$ cat config.mk
export PLATFORM = sky130hd
export DESIGN_NAME = pcu_gen
export DESIGN_NICKNAME = d
export VERILOG_FILES = /design/src/rtl/pcu_gen.sv
export SDC_FILE = /design/constraint.sdc
export NUM_CORES = 1
export LEC_CHECK = 0
export CAP_MARGIN = 10
export CORE_UTILIZATION = 30
export CTS_BUF_LIST = sky130_fd_sc_hd__clkbuf_8
export DETAILED_ROUTE_END_ITERATION = 7
export HOLD_SLACK_MARGIN = 0.08
export PLACE_DENSITY = 0.7
export SLEW_MARGIN = 20
export SYNTH_ARGS = -nofsm -noshare
export SYNTH_HDL_FRONTEND = slang
export SYNTH_SLANG_ARGS = --single-unit
export TNS_END_PERCENT = 30
$ cat constraint.sdc
create_clock -name clk -period 2.15 [get_ports clk]
set_input_delay 0.43 -clock clk [delete_from_list [all_inputs] [get_ports clk]]
set_output_delay 0.43 -clock clk [all_outputs]
set_load 0.01 [all_outputs]
$ cat src/rtl/pcu_gen.sv
// rtl/pcu_gen.sv - pipeline control unit: stalls, clears, operand forwarding and memory/MDU wait FSM
// Optional feature macro: PCU_PERF_CNT_EN adds saturating stall-cycle and flush counters.

module pcu_gen #(
  parameter int ADDR_WIDTH     = 5,
  parameter int NUM_FWD_STAGES = 2,
  parameter int LSU_TIMEOUT    = 15,
  parameter int SEL_W          = $clog2(NUM_FWD_STAGES + 1)
) (
  input  logic                                 clk,
  input  logic                                 rst_n,
  input  logic                                 fetch_en_i,
  input  logic [ADDR_WIDTH-1:0]                rs1_addr_i,
  input  logic [ADDR_WIDTH-1:0]                rs2_addr_i,
  input  logic                                 rs1_used_i,
  input  logic                                 rs2_used_i,
  input  logic [NUM_FWD_STAGES*ADDR_WIDTH-1:0] stage_waddr_i,
  input  logic [NUM_FWD_STAGES-1:0]            stage_wen_i,
  input  logic [NUM_FWD_STAGES-1:0]            stage_is_load_i,
  input  logic                                 lsu_req_i,
  input  logic                                 lsu_gnt_i,
  input  logic                                 lsu_rvalid_i,
  input  logic                                 branch_taken_i,
  input  logic                                 jump_taken_i,
  input  logic                                 mdu_busy_i,
  output logic                                 fetch_stall_o,
  output logic                                 if_to_id_stall_o,
  output logic                                 id_to_ex_stall_o,
  output logic                                 ex_to_wb_stall_o,
  output logic                                 if_to_id_clear_o,
  output logic                                 id_to_ex_clear_o,
  output logic                                 ex_to_wb_clear_o,
  output logic [SEL_W-1:0]                     fwrd_opA_sel_o,
  output logic [SEL_W-1:0]                     fwrd_opB_sel_o,
  output logic                                 lsu_timeout_o,
  output logic [2:0]                           state_o
`ifdef PCU_PERF_CNT_EN
  ,
  output logic [31:0]                          stall_cycles_o,
  output logic [31:0]                          flush_count_o
`endif
);

  // The wait counter only ever holds 0 .. LSU_TIMEOUT-1 (the abort cycle leaves the state).
  localparam int CNT_W = (LSU_TIMEOUT < 2) ? 1 : $clog2(LSU_TIMEOUT);
  localparam logic [CNT_W-1:0] TIMEOUT_LAST = CNT_W'(LSU_TIMEOUT - 1);

  typedef enum logic [2:0] {
    ST_IDLE       = 3'd0,
    ST_RUN        = 3'd1,
    ST_MEM_GNT    = 3'd2,
    ST_MEM_RVALID = 3'd3,
    ST_MDU_WAIT   = 3'd4
  } state_e;

  state_e           state_q, state_d;
  logic [CNT_W-1:0] cnt_q, cnt_d;
  logic             global_stall;
  logic             timeout;
  logic             wb_is_load;
  logic [SEL_W-1:0] a_sel, b_sel;
  logic             a_load, b_load;
  logic             load_use;

  assign wb_is_load = stage_is_load_i[NUM_FWD_STAGES-1];
  assign load_use   = a_load | b_load;

  // Forwarding source per operand: the youngest matching writer wins; x0 and unused operands never forward.
  // a_load/b_load flag a selected source that is a load not yet in WB (data not available yet).
  always_comb begin
    a_sel  = '0;
    b_sel  = '0;
    a_load = 1'b0;
    b_load = 1'b0;
    for (int i = NUM_FWD_STAGES - 1; i >= 0; i--) begin
      if (stage_wen_i[i] && rs1_used_i && (rs1_addr_i != '0) &&
          (stage_waddr_i[i*ADDR_WIDTH +: ADDR_WIDTH] == rs1_addr_i)) begin
        a_sel  = SEL_W'(i + 1);
        a_load = stage_is_load_i[i] && (i < NUM_FWD_STAGES - 1);
      end
      if (stage_wen_i[i] && rs2_used_i && (rs2_addr_i != '0) &&
          (stage_waddr_i[i*ADDR_WIDTH +: ADDR_WIDTH] == rs2_addr_i)) begin
        b_sel  = SEL_W'(i + 1);
        b_load = stage_is_load_i[i] && (i < NUM_FWD_STAGES - 1);
      end
    end
  end

  // Next state, memory-wait abort detection and the global stall that freezes the whole pipeline
  always_comb begin
    state_d      = state_q;
    timeout      = 1'b0;
    global_stall = 1'b1;
    case (state_q)
      ST_IDLE: begin
        if (fetch_en_i) state_d = ST_RUN;
      end
      ST_RUN: begin
        if (lsu_req_i && !lsu_gnt_i)                       state_d = ST_MEM_GNT;
        else if (lsu_req_i && wb_is_load && !lsu_rvalid_i) state_d = ST_MEM_RVALID;
        else if (mdu_busy_i)                               state_d = ST_MDU_WAIT;
        else if (!fetch_en_i)                              state_d = ST_IDLE;
        // The cycle that enters a wait state is already frozen.
        global_stall = (state_d != ST_RUN) && (state_d != ST_IDLE);
      end
      ST_MEM_GNT: begin
        if (lsu_gnt_i) begin
          state_d = (wb_is_load && !lsu_rvalid_i) ? ST_MEM_RVALID : ST_RUN;
        end else if (cnt_q == TIMEOUT_LAST) begin
          timeout = 1'b1;
          state_d = ST_RUN;
        end
      end
      ST_MEM_RVALID: begin
        if (lsu_rvalid_i) begin
          state_d = ST_RUN;
        end else if (cnt_q == TIMEOUT_LAST) begin
          timeout = 1'b1;
          state_d = ST_RUN;
        end
      end
      ST_MDU_WAIT: begin
        if (!mdu_busy_i) state_d = ST_RUN;
      end
      default: begin
        state_d = ST_IDLE;
      end
    endcase
  end

  // Cycles already spent in the current memory-wait state; restarts on every entry
  always_comb begin
    cnt_d = '0;
    if (((state_q == ST_MEM_GNT) || (state_q == ST_MEM_RVALID)) && (state_d == state_q)) begin
      cnt_d = cnt_q + CNT_W'(1);
    end
  end

  // FSM state and wait-counter registers
  always_ff @(posedge clk) begin
    if (!rst_n) begin
      state_q <= ST_IDLE;
      cnt_q   <= '0;
    end else begin
      state_q <= state_d;
      cnt_q   <= cnt_d;
    end
  end

  // Pipeline register stall/clear controls, highest priority first
  always_comb begin
    fetch_stall_o    = 1'b0;
    if_to_id_stall_o = 1'b0;
    id_to_ex_stall_o = 1'b0;
    ex_to_wb_stall_o = 1'b0;
    if_to_id_clear_o = 1'b0;
    id_to_ex_clear_o = 1'b0;
    ex_to_wb_clear_o = 1'b0;
    if (global_stall) begin
      fetch_stall_o    = 1'b1;
      if_to_id_stall_o = 1'b1;
      id_to_ex_stall_o = 1'b1;
      ex_to_wb_stall_o = 1'b1;
      // An aborted memory op is flushed out of EX/WB; the clear wins over the stall at the register.
      ex_to_wb_clear_o = timeout;
    end else if (branch_taken_i) begin
      if_to_id_clear_o = 1'b1;
      id_to_ex_clear_o = 1'b1;
    end else if (load_use) begin
      fetch_stall_o    = 1'b1;
      if_to_id_stall_o = 1'b1;
      id_to_ex_clear_o = 1'b1;
    end else if (jump_taken_i) begin
      // A load-use hold keeps the jump in ID, so its IF/ID flush waits until the hazard clears.
      if_to_id_clear_o = 1'b1;
    end
  end

  // Operand mux selects: register file while idle or while the source load is still in flight
  always_comb begin
    fwrd_opA_sel_o = ((state_q == ST_IDLE) || a_load) ? '0 : a_sel;
    fwrd_opB_sel_o = ((state_q == ST_IDLE) || b_load) ? '0 : b_sel;
  end

  assign lsu_timeout_o = timeout;
  assign state_o       = state_q;

`ifdef PCU_PERF_CNT_EN
  logic [31:0] stall_cycles_q, stall_cycles_d;
  logic [31:0] flush_count_q, flush_count_d;

  // Saturating counters of fetch-stall cycles outside IDLE and of IF/ID flush cycles
  always_comb begin
    stall_cycles_d = stall_cycles_q;
    flush_count_d  = flush_count_q;
    if (fetch_stall_o && (state_q != ST_IDLE) && (stall_cycles_q != 32'hFFFF_FFFF)) begin
      stall_cycles_d = stall_cycles_q + 32'd1;
    end
    if (if_to_id_clear_o && (flush_count_q != 32'hFFFF_FFFF)) begin
      flush_count_d = flush_count_q + 32'd1;
    end
  end

  // Performance counter registers
  always_ff @(posedge clk) begin
    if (!rst_n) begin
      stall_cycles_q <= '0;
      flush_count_q  <= '0;
    end else begin
      stall_cycles_q <= stall_cycles_d;
      flush_count_q  <= flush_count_d;
    end
  end

  assign stall_cycles_o = stall_cycles_q;
  assign flush_count_o  = flush_count_q;
`endif

endmodule

==> key figures <==
Status
  – Outcome: finished, violations left
  – Failing checks: negative setup slack

Critical path
  – Crit path from: state_o[2]
  – Critical Path End Type: output pin
  – R2r worst-path depth: 7
  – Worst setup SP type: flop
  – Worst Setup Path Type: flop to output pin
  – Critical Path RT: about 1.7 ns
  – Reg2Reg Launch Point: cnt_q[0]
  – Crit path arrival time: 1.87 ns
  – Worst Path Max Fanout: 2
  – Flop2flop setup slack: around 0.42 ns

Clock network
  – Post-CTS Hold Fix Bufs: 0
  – CTS root buf: clkbuf_8
  – H-tree Lvls: 1
  – CTS Buffer Depth: 2
  – Num CTS Buffers: 3
  – Total clock sinks: 7
  – Clock-pin slew on the worst setup and hold paths: 0.04 ns
  – CTS tree: built
  – Clock Latency Late Sink: ~0.22 ns

Placed design
  – Inst Count DP: ~210
  – Port Buffer Count: 49
  – Global placer's final weighted congestion: 0.790
  – Post-placement setup slack: -0.948 ns
  – Placed inst area: approximately 1500 um^2
  – DP HPWL: 2130 um

Drt
  – Vias: 1087
  – Vias per cell: 4.87
  – Routed WL: roughly 2600 um
  – Initial DRC count: 8
  – Residual DRC: 0
  – Drt first pass iters: 4
  – WL/cell: 11.9 um
  – Detail Route Antenna Nets: 0

Synth
  – Yosys warnings: 0
  – Synth cell types: 32
  – Yosys top cell area share: 0.172
  – Mapped Nets: 141
  – Syn avg cell area: 7.84 um^2
  – Top cells by area, synth: dfxtp_1, xor2_1, xnor2_1
  – Cells after synthesis: 104
  – Register area share after synthesis: 0.172
  – Post-Synthesis Cell Area: approximately 820 um^2
  – Synth Register Bits: 7
  – Post-synth top area cell: dfxtp_1

Global routing
  – GRT overflow: 0
  – Global-route wire length before repair: a little over 4000 um
  – Vias in the first global route: 1098
  – GRT Total Usage: 0.184
  – Initial antenna violation count: 0
  – Largest net degree at the start of global routing: 12

Timing
  – RSZ-0062 raised after global routing: true
  – Fin. Hold Viols: 0
  – Fin Clk Skew: around 0.001 ns
  – Setup Viol. Count Final: 9
  – Fin worst setup slack: -0.154 ns
  – Final period utilization: 1.07
  – Tmin final: about 2.3 ns
  – Max Freq: 434 MHz
  – Worst slew pin tran: around 0.46 ns
  – Slew Limit Headroom: 0.687
  – Hold WS: 0.459 ns
  – Max Slew Vio Count: 0

Floorplanning
  – Die ar.: 2930 um^2
  – I/O Pins: 50
  – Core box area: 2520 um^2
  – Core Rows: 18
  – Starting Density: 0.323
  – Die H: 54.1 um
  – Die W: 54.1 um

Flow run
  – Max-Cap Viols: 0

Power and ir drop
  – Leak pwr: 0.731 nW
  – Pwr per Cell Area: 331 nW/um^2
  – Design Power: around 0.00056 W
  – Maximum vdd drop: approximately 0.0003 V

Min path
  – Worst hold start: cnt_q[0]
  – WHS Path Cells: 1
  – Tightest Hold Check Type: flop to flop

Layout
  – Final non-filler cell total: between 200 and 250
  – Fillers: 201
  – Layout area overhead: 108%
  – Final Net Count: 231
  – Non-Filler Cell Area, Final: 1700 um^2
  – Inserted Diodes: 0
  – Layout cells sized above 1: 0.446
[cell type report]
class / instances / area, um^2 / area share
flip-flops and latches: 7 / 141 / 0.0831
well taps: 30 / 37.5 / 0.0221
multi-input cells: 88 / 728 / 0.428
repair buffers: 89 / 729 / 0.429
clock inverters: 1 / 3.75 / 0.00221
clock buffers: 3 / 41.3 / 0.0243
inverters: 5 / 18.8 / 0.0110
[synth_stat cells]
cell type	number
a31oi_1	2
nor3b_1	1
xor2_1	15
or4b_4	1
nand3_1	2
o2111a_1	1
nor2_1	9
a211oi_2	1
ha_1	2
or4_1	2
nand3b_1	3
a2111oi_0	3
nand2b_4	1
o2111ai_1	1
buf_6	1
nand4b_1	2
o21ai_1	4
nor4_1	2
and2b_1	1
buf_4	3
nand2_1	3
a21oi_1	4
nor3_1	7
inv_1	5
nor4b_1	1
o21ai_0	3
dfxtp_1	7
nor2b_1	5
and4b_1	2
xnor2_1	7
nand4_1	2
nand2b_1	1
[metrics by stage]
| step | TNS (ns) | utilization |
|---|---|---|
| detailed placement | -10.05 | 0.613 |
| global route | -1.52 | 0.674 |
| CTS | -0.865 | 0.656 |
| global placement | -9.35 | 0.613 |
| floorplan | -0.00187 | - |
| finish | -0.785 | 0.674 |
[repair_timing]
action / in CTS / in global routing
pin swaps: 20 / 6
setup endpoints to repair: 12 / 15
resized for setup: 125 / 8
buffers inserted: 9 / 1
[report_power, final]
group          switching (W)  internal, W
registers         0.00000250     0.000134
clock network      0.0000484     0.000123
logic               0.000106     0.000148
total               0.000157     0.000405
[critical path: stages (launching register included)]
cell      delay [ns]
dfxtp_2         0.31
nand2b_4        0.13
or4b_4          0.54
a211oi_4        0.19
buf_4           0.16
o21ai_2         0.05
a31oi_1         0.12
buf_2           0.15
[cell families after synthesis]
kind of cell / share of synthesized area
XOR/XNOR: 0.236
AND/OR/NAND/NOR: 0.342
flip-flops: 0.172
adder cells (fa/ha/maj): 0.0307
buffers and inverters: 0.0644
AO/OA/AOI/OAI: 0.155
[layout by cell type (no fill, tap or decap), types with 3 or more instances in the layout]
cell type	n
buf_4	36
clkdlybuf4s50_1	19
buf_2	16
xor2_1	14
buf_6	10
nor2_1	9
xnor2_1	7
inv_1	6
dfxtp_1	6
nor3_2	4
nor2b_1	4
a21oi_1	4
dlygate4sd2_1	4
nor3_1	3
nand3b_1	3
o21ai_2	3
nand2_1	3
clkbuf_8	3
clkdlybuf4s15_1	3
[final timing paths]
kind                           end
setup / recovery  if_to_id_clear_o
hold / removal            cnt_q[0]
setup reg to reg          cnt_q[2]
hold reg to reg           cnt_q[0]
[flip-flops by register name (all words and copies together) (netlist names)]
register and count:
cnt_q 4, state_o 3
[layer usage]
metal,vias to the layer above,share of wire,global-route usage
met3,0,0.059,0.0254
met2,38,0.55,0.396
met1,498,0.39,0.178
met4,0,0,0.0342
met5,-,0,0
li1,551,-,-
Note: power is estimated with default switching activity, not from simulation.
